### config.mk
export PLATFORM = sky130hd
export DESIGN_NAME = bb_fusion_accumulator_flat
export DESIGN_NICKNAME = d
export VERILOG_FILES = /design/src/rtl/bb_fusion_accumulator_pkg.sv /design/src/rtl/bb_fusion_if.sv /design/src/rtl/bb_fusion_accumulator_adder_tree.sv /design/src/rtl/bb_fusion_accumulator.sv /design/src/flat_wrapper.sv
export SDC_FILE = /design/constraint.sdc
export NUM_CORES = 1
export LEC_CHECK = 0
export ABC_AREA = 0
export CORE_AREA = 2 2 118 120
export DETAILED_ROUTE_END_ITERATION = 7
export DIE_AREA = 0 0 120 122
export PLACE_DENSITY = 0.7
export SETUP_SLACK_MARGIN = 0.4
export SLEW_MARGIN = 20
export SYNTH_ARGS = -nofsm -noshare
export SYNTH_HDL_FRONTEND = slang
export SYNTH_SLANG_ARGS = --single-unit
### constraint.sdc
create_clock -name clk -period 3.1 [get_ports clk]
set_input_delay 0.31 -clock clk [delete_from_list [all_inputs] [get_ports clk]]
set_output_delay 0.31 -clock clk [all_outputs]
set_load 0.01 [all_outputs]
### src/rtl/bb_fusion_accumulator_pkg.sv
// Shared types and helpers for the bitbrick fusion datapath.
// Parameter defaults, accumulator FSM states, sign-extension.
package bitfusion_pkg;

   localparam int NUM_BB_D = 4;
   localparam int PROD_W_D = 10;
   localparam int ACC_W_D  = 24;
   localparam int CNT_W_D  = 8;

   typedef enum logic {
      IDLE  = 1'b0,
      ACCUM = 1'b1
   } fsm_e;

   // Sign-extend the low w bits of v to the full 64 bits.
   function automatic logic [63:0] sext64(
      input logic [63:0] v,
      input int          w
   );
      logic [63:0] m;
      m = ~64'd0 << w;
      return v[6'(w - 1)] ? (v | m) : (v & ~m);
   endfunction

endpackage

### src/rtl/bb_fusion_if.sv
// Beat input and result output handshakes of the fusion accumulator.
// master = upstream/downstream side, slave = accumulator side.
interface bb_fusion_if
   import bitfusion_pkg::*;
#(
   parameter int NUM_BB = NUM_BB_D,
   parameter int PROD_W = PROD_W_D,
   parameter int ACC_W  = ACC_W_D,
   parameter int CNT_W  = CNT_W_D
);
   logic                     in_valid;
   logic                     in_ready;
   logic [NUM_BB*PROD_W-1:0] in_prod;
   logic                     in_last;
   logic                     out_valid;
   logic                     out_ready;
   logic [ACC_W-1:0]         out_acc;
   logic [CNT_W-1:0]         out_beats;
   logic                     out_ovf;

   modport master (
      output in_valid, in_prod, in_last, out_ready,
      input  in_ready, out_valid, out_acc, out_beats, out_ovf
   );

   modport slave (
      input  in_valid, in_prod, in_last, out_ready,
      output in_ready, out_valid, out_acc, out_beats, out_ovf
   );

endinterface

### src/rtl/bb_fusion_accumulator_adder_tree.sv
// Combinational signed sum of NUM_BB packed bitbrick products.
// Each product is sign-extended to the full sum width first.
module bb_adder_tree #(
   parameter int NUM_BB = 4,
   parameter int PROD_W = 10,
   parameter int SUM_W  = PROD_W + $clog2(NUM_BB)
) (
   input  logic [NUM_BB*PROD_W-1:0] prod,
   output logic [SUM_W-1:0]         sum
);

   always_comb begin
      sum = '0;
      for (int i = 0; i < NUM_BB; i++) begin
         sum = sum + SUM_W'($signed(prod[i*PROD_W +: PROD_W]));
      end
   end

endmodule

### src/rtl/bb_fusion_accumulator.sv
// Two-stage accumulator: beat sum register, then group accumulate.
// Finished group results are held until the consumer takes them.
module bb_fusion_accumulator
   import bitfusion_pkg::*;
#(
   parameter int NUM_BB = NUM_BB_D,
   parameter int PROD_W = PROD_W_D,
   parameter int ACC_W  = ACC_W_D,
   parameter int CNT_W  = CNT_W_D
) (
   input logic        clk,
   input logic        rst_n,
   bb_fusion_if.slave bus
);

   localparam int SUM_W = PROD_W + $clog2(NUM_BB);

   logic             adv;
   logic [SUM_W-1:0] tree_sum;

   logic             s1_v_q, s1_v_d;
   logic             s1_last_q, s1_last_d;
   logic [SUM_W-1:0] s1_sum_q, s1_sum_d;

   fsm_e             state_q, state_d;
   logic [ACC_W-1:0] acc_q, acc_d;
   logic [CNT_W-1:0] cnt_q, cnt_d;
   logic             ovf_q, ovf_d;

   logic             out_valid_q, out_valid_d;
   logic [ACC_W-1:0] out_acc_q, out_acc_d;
   logic [CNT_W-1:0] out_beats_q, out_beats_d;
   logic             out_ovf_q, out_ovf_d;

   logic [ACC_W-1:0] acc_base, addend, nxt;
   logic [CNT_W-1:0] cnt_base, cnt_sat;
   logic             ovf_base, ovf_now;

   bb_adder_tree #(
      .NUM_BB (NUM_BB),
      .PROD_W (PROD_W),
      .SUM_W  (SUM_W)
   ) u_tree (
      .prod (bus.in_prod),
      .sum  (tree_sum)
   );

   // The whole pipeline freezes while a result waits on the consumer.
   assign adv          = ~(out_valid_q & ~bus.out_ready);
   assign bus.in_ready = adv;

   always_comb begin
      acc_base = (state_q == ACCUM) ? acc_q : '0;
      cnt_base = (state_q == ACCUM) ? cnt_q : '0;
      ovf_base = (state_q == ACCUM) ? ovf_q : 1'b0;
      addend   = ACC_W'(sext64(64'(s1_sum_q), SUM_W));
      nxt      = acc_base + addend;
      ovf_now  = (acc_base[ACC_W-1] == addend[ACC_W-1]) &&
                 (nxt[ACC_W-1] != acc_base[ACC_W-1]);
      cnt_sat  = (cnt_base == '1) ? cnt_base
                                  : cnt_base + CNT_W'(1);
   end

   always_comb begin
      s1_v_d      = s1_v_q;
      s1_last_d   = s1_last_q;
      s1_sum_d    = s1_sum_q;
      state_d     = state_q;
      acc_d       = acc_q;
      cnt_d       = cnt_q;
      ovf_d       = ovf_q;
      out_valid_d = out_valid_q;
      out_acc_d   = out_acc_q;
      out_beats_d = out_beats_q;
      out_ovf_d   = out_ovf_q;
      if (adv) begin
         s1_v_d = bus.in_valid;
         if (bus.in_valid) begin
            s1_sum_d  = tree_sum;
            s1_last_d = bus.in_last;
         end
         if (bus.out_ready) out_valid_d = 1'b0;
         if (s1_v_q) begin
            if (s1_last_q) begin
               out_valid_d = 1'b1;
               out_acc_d   = nxt;
               out_beats_d = cnt_sat;
               out_ovf_d   = ovf_base | ovf_now;
               acc_d       = '0;
               cnt_d       = '0;
               ovf_d       = 1'b0;
               state_d     = IDLE;
            end else begin
               acc_d   = nxt;
               cnt_d   = cnt_sat;
               ovf_d   = ovf_base | ovf_now;
               state_d = ACCUM;
            end
         end
      end
   end

   always_ff @(posedge clk or negedge rst_n) begin
      if (!rst_n) begin
         s1_v_q      <= 1'b0;
         s1_last_q   <= 1'b0;
         s1_sum_q    <= '0;
         state_q     <= IDLE;
         acc_q       <= '0;
         cnt_q       <= '0;
         ovf_q       <= 1'b0;
         out_valid_q <= 1'b0;
         out_acc_q   <= '0;
         out_beats_q <= '0;
         out_ovf_q   <= 1'b0;
      end else begin
         s1_v_q      <= s1_v_d;
         s1_last_q   <= s1_last_d;
         s1_sum_q    <= s1_sum_d;
         state_q     <= state_d;
         acc_q       <= acc_d;
         cnt_q       <= cnt_d;
         ovf_q       <= ovf_d;
         out_valid_q <= out_valid_d;
         out_acc_q   <= out_acc_d;
         out_beats_q <= out_beats_d;
         out_ovf_q   <= out_ovf_d;
      end
   end

   assign bus.out_valid = out_valid_q;
   assign bus.out_acc   = out_acc_q;
   assign bus.out_beats = out_beats_q;
   assign bus.out_ovf   = out_ovf_q;

endmodule
### src/flat_wrapper.sv
// flat-port wrapper written by rule: the top's interface ports become plain ports
module bb_fusion_accumulator_flat import bitfusion_pkg::*;
#(
   parameter int NUM_BB = NUM_BB_D,
   parameter int PROD_W = PROD_W_D,
   parameter int ACC_W  = ACC_W_D,
   parameter int CNT_W  = CNT_W_D
)
  (clk, rst_n, bus_in_valid, bus_in_prod, bus_in_last, bus_out_ready, bus_in_ready, bus_out_valid, bus_out_acc, bus_out_beats, bus_out_ovf);
  bb_fusion_if #(.NUM_BB(NUM_BB), .PROD_W(PROD_W), .ACC_W(ACC_W), .CNT_W(CNT_W)) bus_i ();
  input logic clk;
  input logic rst_n;
  input wire logic [$bits(bus_i.in_valid)-1:0] bus_in_valid;
  input wire logic [$bits(bus_i.in_prod)-1:0] bus_in_prod;
  input wire logic [$bits(bus_i.in_last)-1:0] bus_in_last;
  input wire logic [$bits(bus_i.out_ready)-1:0] bus_out_ready;
  output wire logic [$bits(bus_i.in_ready)-1:0] bus_in_ready;
  output wire logic [$bits(bus_i.out_valid)-1:0] bus_out_valid;
  output wire logic [$bits(bus_i.out_acc)-1:0] bus_out_acc;
  output wire logic [$bits(bus_i.out_beats)-1:0] bus_out_beats;
  output wire logic [$bits(bus_i.out_ovf)-1:0] bus_out_ovf;
  assign bus_i.in_valid = bus_in_valid;
  assign bus_i.in_prod = bus_in_prod;
  assign bus_i.in_last = bus_in_last;
  assign bus_i.out_ready = bus_out_ready;
  assign bus_in_ready = bus_i.in_ready;
  assign bus_out_valid = bus_i.out_valid;
  assign bus_out_acc = bus_i.out_acc;
  assign bus_out_beats = bus_i.out_beats;
  assign bus_out_ovf = bus_i.out_ovf;
  bb_fusion_accumulator #(.NUM_BB(NUM_BB), .PROD_W(PROD_W), .ACC_W(ACC_W), .CNT_W(CNT_W)) u_core (.clk(clk), .rst_n(rst_n), .bus(bus_i));
endmodule
=== After elaboration in Yosys (flattened, before gate mapping) ===
Index checks and enable logic that the tools add are counted.

* $add $sub $neg: 5
* Equal/unequal tests: 3
* Multiplexer cells: 12
* Bitwise logic cells: 4
* Reductions and logical operators: 4

{| class="wikitable"
|+ Operator list
! kind !! count
|-
| 24-bit 2-to-1 mux || 3
|-
| 24-bit adder || 1
|-
| 8-bit 2-to-1 mux || 3
|-
| 11-bit by 10-bit adder with 12-bit output || 1
|-
| 12-bit adder || 1
|-
| 10-bit by 10-bit adder with 11-bit output || 1
|-
| 8-bit by 1-bit adder with 8-bit output (second input constant) || 1
|-
| 8-bit equality test (second input constant) || 1
|-
| 1-bit 2-to-1 mux || 6
|-
| 2-bit AND reduction || 2
|-
| 3-bit AND reduction || 1
|-
| 1-bit inverter || 2
|-
| 1-bit AND || 1
|-
| 1-bit equality test || 1
|-
| 1-bit logical AND || 1
|-
| 1-bit != test || 1
|-
| 1-bit bitwise OR || 1
|}

* Flip-flop bits (word level): 82
* Input port bits: 45
* Output and inout port bits: 35
* Logic and storage cells: 39

=== Logic depth before layout (Yosys ltp) ===
* Word-level depth: 6
* Depth in mapped cells: 13
* Mapped depth without buffers: 13

=== Cells and area by module ===
A second synthesis with hierarchy kept.

* Cells, all modules: 610
* Area total of the unflattened synthesis: 5,720.5 um^2

{| class="wikitable"
|+ By module, submodules not included
! module !! times used !! cells an instance !! area each (um^2) !! seq. area each (um^2)
|-
| bb_fusion_accumulator || 1 || 484 || 4,692.0 || 2,052.0
|-
| bb_adder_tree || 1 || 126 || 1,028.5 || 0.0
|}

=== Worst setup path before layout ===
Ideal clock, no wire load.

* Path kind: input -> register
* Start: input port bus_in_prod[1]
* End: register u_core.s1_sum_q[11]
* Setup time: 0.124 ns
* Data arrival time: 3.091 ns
* Required time: 2.976 ns
* Path slack: -0.115 ns
* Stages on the path: 13
* Path buffers: 0
* Cell sequence: inv_1 fa_1 fa_1 inv_1 ha_1 fa_1 a21oi_1 o21bai_1 a21oi_1 o21ai_0 a21oi_1 o22ai_1 a211o_1

* Longest elaborated chain between the ends: 3

{| class="wikitable"
|+ Ends and longest elaborated chain
! element !! line !! text
|-
| from (decl) || flat_wrapper.sv:14 || <nowiki>input wire logic [$bits(bus_i.in_prod)-1:0] bus_in_prod;</nowiki>
|-
| 10-bit by 10-bit adder with 11-bit output || bb_fusion_accumulator_adder_tree.sv:15 || <nowiki>sum = sum + SUM_W'($signed(prod[i*PROD_W +: PROD_W]));</nowiki>
|-
| 11-bit by 10-bit adder with 12-bit output || bb_fusion_accumulator_adder_tree.sv:15 ||
|-
| 12-bit adder || bb_fusion_accumulator_adder_tree.sv:15 ||
|-
| to (signal assigned) || bb_fusion_accumulator.sv:119 || <nowiki>s1_sum_q <= s1_sum_d;</nowiki>
|-
| to (decl) || bb_fusion_accumulator.sv:23 || <nowiki>logic [SUM_W-1:0] s1_sum_q, s1_sum_d;</nowiki>
|}

Every way passes these cells.
A chain may end at the register's enable or synchronous reset.

=== Worst setup path after layout ===
* Start: input port bus_in_prod[21]
* End: register u_core.s1_sum_q[10]

* Longest elaborated chain between the ends: 2

{| class="wikitable"
|+ Ends and longest elaborated chain
! element !! line
|-
| 11-bit by 10-bit adder with 12-bit output || bb_fusion_accumulator_adder_tree.sv:15
|-
| 12-bit adder || bb_fusion_accumulator_adder_tree.sv:15
|}

Every way passes these cells.

==> metrics.log <==
INFO  metric timing.final.crit_share = 92.4%
INFO  metric worst_skew_pair_latency = 0.35 ns
INFO  metric startpoint_type = input pin
INFO  metric clk_root_buffer_cell = clkbuf_16
INFO  metric placed_cells = 932
INFO  metric detailedRoute.firstPassIterationCount = 7
INFO  metric detailroute.via_count = 5182
INFO  metric final_hold_fails = 0
INFO  metric grt_use_total = 20.9%
INFO  metric synthesis.yosys.warnings = 0
INFO  metric layout.nets = 875
INFO  metric synth-seq-cells = 82
INFO  metric fin_area = 0.00779 mm2
INFO  metric antenna_found_initial = 0
INFO  metric utilization = 57.7%
INFO  metric netlist-cell-type-count = 66
INFO  metric dpl_cell_area = 0.00706 mm2
INFO  metric rows = between 40 and 50
INFO  metric critical_path_end_type = flop
INFO  metric max_clock_freq = ~350 MHz
INFO  metric route.detailed.wl_per_inst = 15.9 um
INFO  metric cp-endpoint = u_core.s1_sum_q[10]$_DFFE_PN0P_
INFO  metric drcViolationCount = 0
INFO  metric reg2reg_from = u_core.s1_sum_q[11]$_DFFE_PN0P_
INFO  metric worst-r2r-cell-count = 9
INFO  metric power.ir.vdd_worst = approximately 0.00033 V
INFO  metric die_area = 0.0146 mm2
INFO  metric final_wtd_congestion = 0.874
INFO  metric fin_cells = 959
INFO  metric floorplan.core_area = roughly 0.014 mm2
INFO  metric avgSynthCellArea = between 8 and 9 um2
INFO  metric cts.sink_count = 82
INFO  metric tightest_slew = 0.952 ns
INFO  metric setup_viol = 0
INFO  metric drt-vias-per-instance = 5.40
INFO  metric critical_path.reg2reg.endpoint = u_core.acc_q[23]$_DFFE_PN0P_
INFO  metric global_route_wire_length_before_repair = 24700 um
INFO  metric flow.area_growth_from_synthesis = 31.3%
INFO  metric first_global_vias = between 5000 and 6000
INFO  metric run_status = finished, final reports clean
INFO  metric synth_enable_flop_cells = 0
INFO  metric floorplan.initialDensity = 43.9%
INFO  metric route.final.wire_length = between 15000 and 20000 um
INFO  metric worst_ep_required_time = roughly 3.3 ns
INFO  metric dieHeight = 122 um
INFO  metric postSynth.topFlopCell = dfrtp_1
INFO  metric grt_start_max_net_pins = 62
INFO  metric cp-startpoint = bus_in_prod[21]
INFO  metric io_buffer_count = 79
INFO  metric cts.reportedPaths.clkPinSlew = 0.07 ns
INFO  metric dp_hpwl = 10900 um
INFO  metric static-leakage-power = around 3.6 nW
INFO  metric layout-drive-gt1-share = 21.0%
INFO  metric post_syn_nets = ~780
INFO  metric setup.worst_path.class = in -> reg
INFO  metric grt_setup_unrepaired = yes
INFO  metric crit_arrival = around 3.1 ns
INFO  metric cts_tree = built
INFO  metric synthCells = a little under 700
INFO  metric ys_seq_area_share = roughly a third
INFO  metric cts-root-to-sink-buffers = 2
INFO  metric cts_buffers = 9
INFO  metric worstPathMaxFanout = 2
INFO  metric finalWorstPathRequiredPeriod = ~2.9 ns
INFO  metric ios = 80
INFO  metric r2r_slack = 0.35 ns
INFO  metric ctsHtreeMaxLevel = 3
INFO  metric globalRouteOverflowTotal = 0
INFO  metric timing.max_slew.rel_slack = 36.6%
INFO  metric fin_hold_ws = 0.0350 ns
INFO  metric clock-skew-final = 0.00799 ns
INFO  metric netlist_area = 0.00593 mm2
INFO  metric total_power_per_unit_cell_area = 881 mW/mm2
INFO  metric drt_first_iter_violations = about 370
INFO  metric drv_cap = 0
INFO  metric chipWidth = 120 um
INFO  metric min_path_type = in -> async
INFO  metric count_of_nets_left_with_antenna_violations_after_detail_routing = 0
INFO  metric ys_async_sr_fraction = 100%
INFO  metric report.final.slew_viol_count = 0
[cells in the mapped netlist, types with 3 or more instances]
master / number / area share [%]
a211o_1: 4 / 0.59
a21o_1: 19 / 2.4
a21oi_1: 39 / 3.3
a22o_1: 7 / 1.0
a22oi_1: 3 / 0.38
a31oi_1: 5 / 0.53
and2_1: 27 / 2.8
and3_1: 6 / 0.63
buf_1: 3 / 0.19
buf_2: 9 / 0.76
clkbuf_1: 19 / 1.2
dfrtp_1: 82 / 35
fa_1: 22 / 7.4
ha_1: 35 / 7.4
inv_1: 68 / 4.3
mux2_2: 7 / 1.3
mux2i_1: 4 / 0.67
nand2_1: 97 / 6.1
nand2b_1: 7 / 0.74
nand3_1: 11 / 0.93
nand4_1: 9 / 0.95
nor2_1: 33 / 2.1
nor2b_1: 4 / 0.42
nor3_1: 8 / 0.67
o21a_1: 6 / 0.76
o21ai_0: 44 / 3.7
o21ai_1: 4 / 0.34
o21bai_1: 7 / 0.89
o31ai_1: 9 / 1.1
xnor2_1: 19 / 2.8
xor2_1: 12 / 1.8
[cell usage in the layout (no fill, tap or decap), types with 8 or more instances in the layout]
cell,instances
a21oi_1,30
nor2_1,32
inv_1,47
fa_1,20
a21o_1,19
nand3_1,11
xor2_1,12
o21ai_1,10
nand4_1,9
dfrtp_1,81
inv_2,19
clkbuf_16,9
nand2_1,96
xnor2_1,19
ha_1,18
ha_4,13
and2_1,27
clkdlybuf4s50_1,57
o21ai_0,36
buf_4,36
dlygate4sd2_1,8
[worst max-delay path, stage by stage]
cell and delay (ns):
buf_8 0.09, inv_8 0.03, fa_1 0.49, fa_1 0.54, inv_2 0.05, ha_4 0.16, buf_4 0.13, buf_6 0.10
a21o_1 0.19, a21oi_4 0.17, o21ai_2 0.07, a21o_1 0.22, a31oi_4 0.18, nor4b_2 0.07, a211o_1 0.30
[worst min-delay path by stage]
stage,from,to,slack (ns),cells past startpoint
final,rst_n,u_core.bus.out_beats[6]$_DFFE_PN0P_,0.04,1
after global routing,rst_n,u_core.bus.out_beats[1]$_DFFE_PN0P_,0.12,1
after CTS,rst_n,u_core.bus.out_beats[0]$_DFFE_PN0P_,0.08,1
after detailed placement,rst_n,u_core.bus.out_beats[0]$_DFFE_PN0P_,0.44,1
after global placement,rst_n,u_core.bus.out_beats[1]$_DFFE_PN0P_,0.43,1
after floorplan,rst_n,u_core.acc_q[0]$_DFFE_PN0P_,0.01,0
[flip-flops by register name, indices dropped and copies added (netlist names)]
signal	count
u_core.cnt_q	8
u_core.bus.out_beats	8
u_core.state_q	1
u_core.acc_q	24
u_core.bus.out_ovf	1
u_core.s1_v_q	1
u_core.s1_sum_q	12
u_core.bus.out_valid	1
u_core.s1_last_q	1
u_core.bus.out_acc	24
u_core.ovf_q	1
[metal layers]
metal | vias to the layer above | global-route usage, % | wire, um
met2 | 144 | 35.9 | 7530
met3 | 23 | 2.90 | 664
li1 | 2490 | - | -
met5 | - | 0 | 0
met4 | 0 | 6.47 | 297
met1 | 2525 | 27.5 | 6730
[stage by stage]
stage / worst slack, ns / power, W / setup TNS (ns)
6_report: 0.235 / 0.00686 / 0
5_1_grt: 0.157 / 0.00735 / 0
4_1_cts: 0.264 / 0.00648 / 0
3_5_place_dp: -0.593 / 0.00530 / -2.83
3_3_place_gp: -0.530 / 0.00521 / -2.39
2_1_floorplan: 0.145 / 0.00412 / 0
[layout make-up]
class / count / area, um2
Inverter: 68 / 265
Timing Repair Buffer: 122 / 1110
Sequential cell: 82 / 2050
Clock buffer: 11 / 233
Tap cell: 180 / 225
Antenna cell: 1 / 2.50
Clock inverter: 5 / 40.0
Multi-Input combinational cell: 490 / 3860
Fill cell: 1153 / 5720
[cell families after synthesis]
kind of cell / Yosys count / share of synthesized area [%]
AND/OR/NAND/NOR: 213 / 16.9
AO/OA/AOI/OAI: 177 / 19.9
buffers and inverters: 102 / 6.92
flip-flops: 82 / 34.6
adder cells (fa/ha/maj): 57 / 14.8
XOR/XNOR: 31 / 4.58
multiplexers: 12 / 2.26
[report_power, final]
part / internal, W / total [W] / switching [W] / leakage [nW]
Combinational: 0.00190 / 0.00408 / 0.00217 / 2.41
Sequential: 0.00147 / 0.00177 / 0.000300 / 1.05
Clock: 0.000548 / 0.00101 / 0.000464 / 0.122
[what timing repair did]
item / in CTS / in global routing
setup endpoints to repair: 13 / 29
pin swaps: 37 / 37
hold buffers: 0 / 0
hold endpoints to repair: 0 / 0
setup buffers: 4 / 5
resized for setup: 82 / 61
gates cloned: 0 / 1
Note: power is estimated with default switching activity, not from simulation.
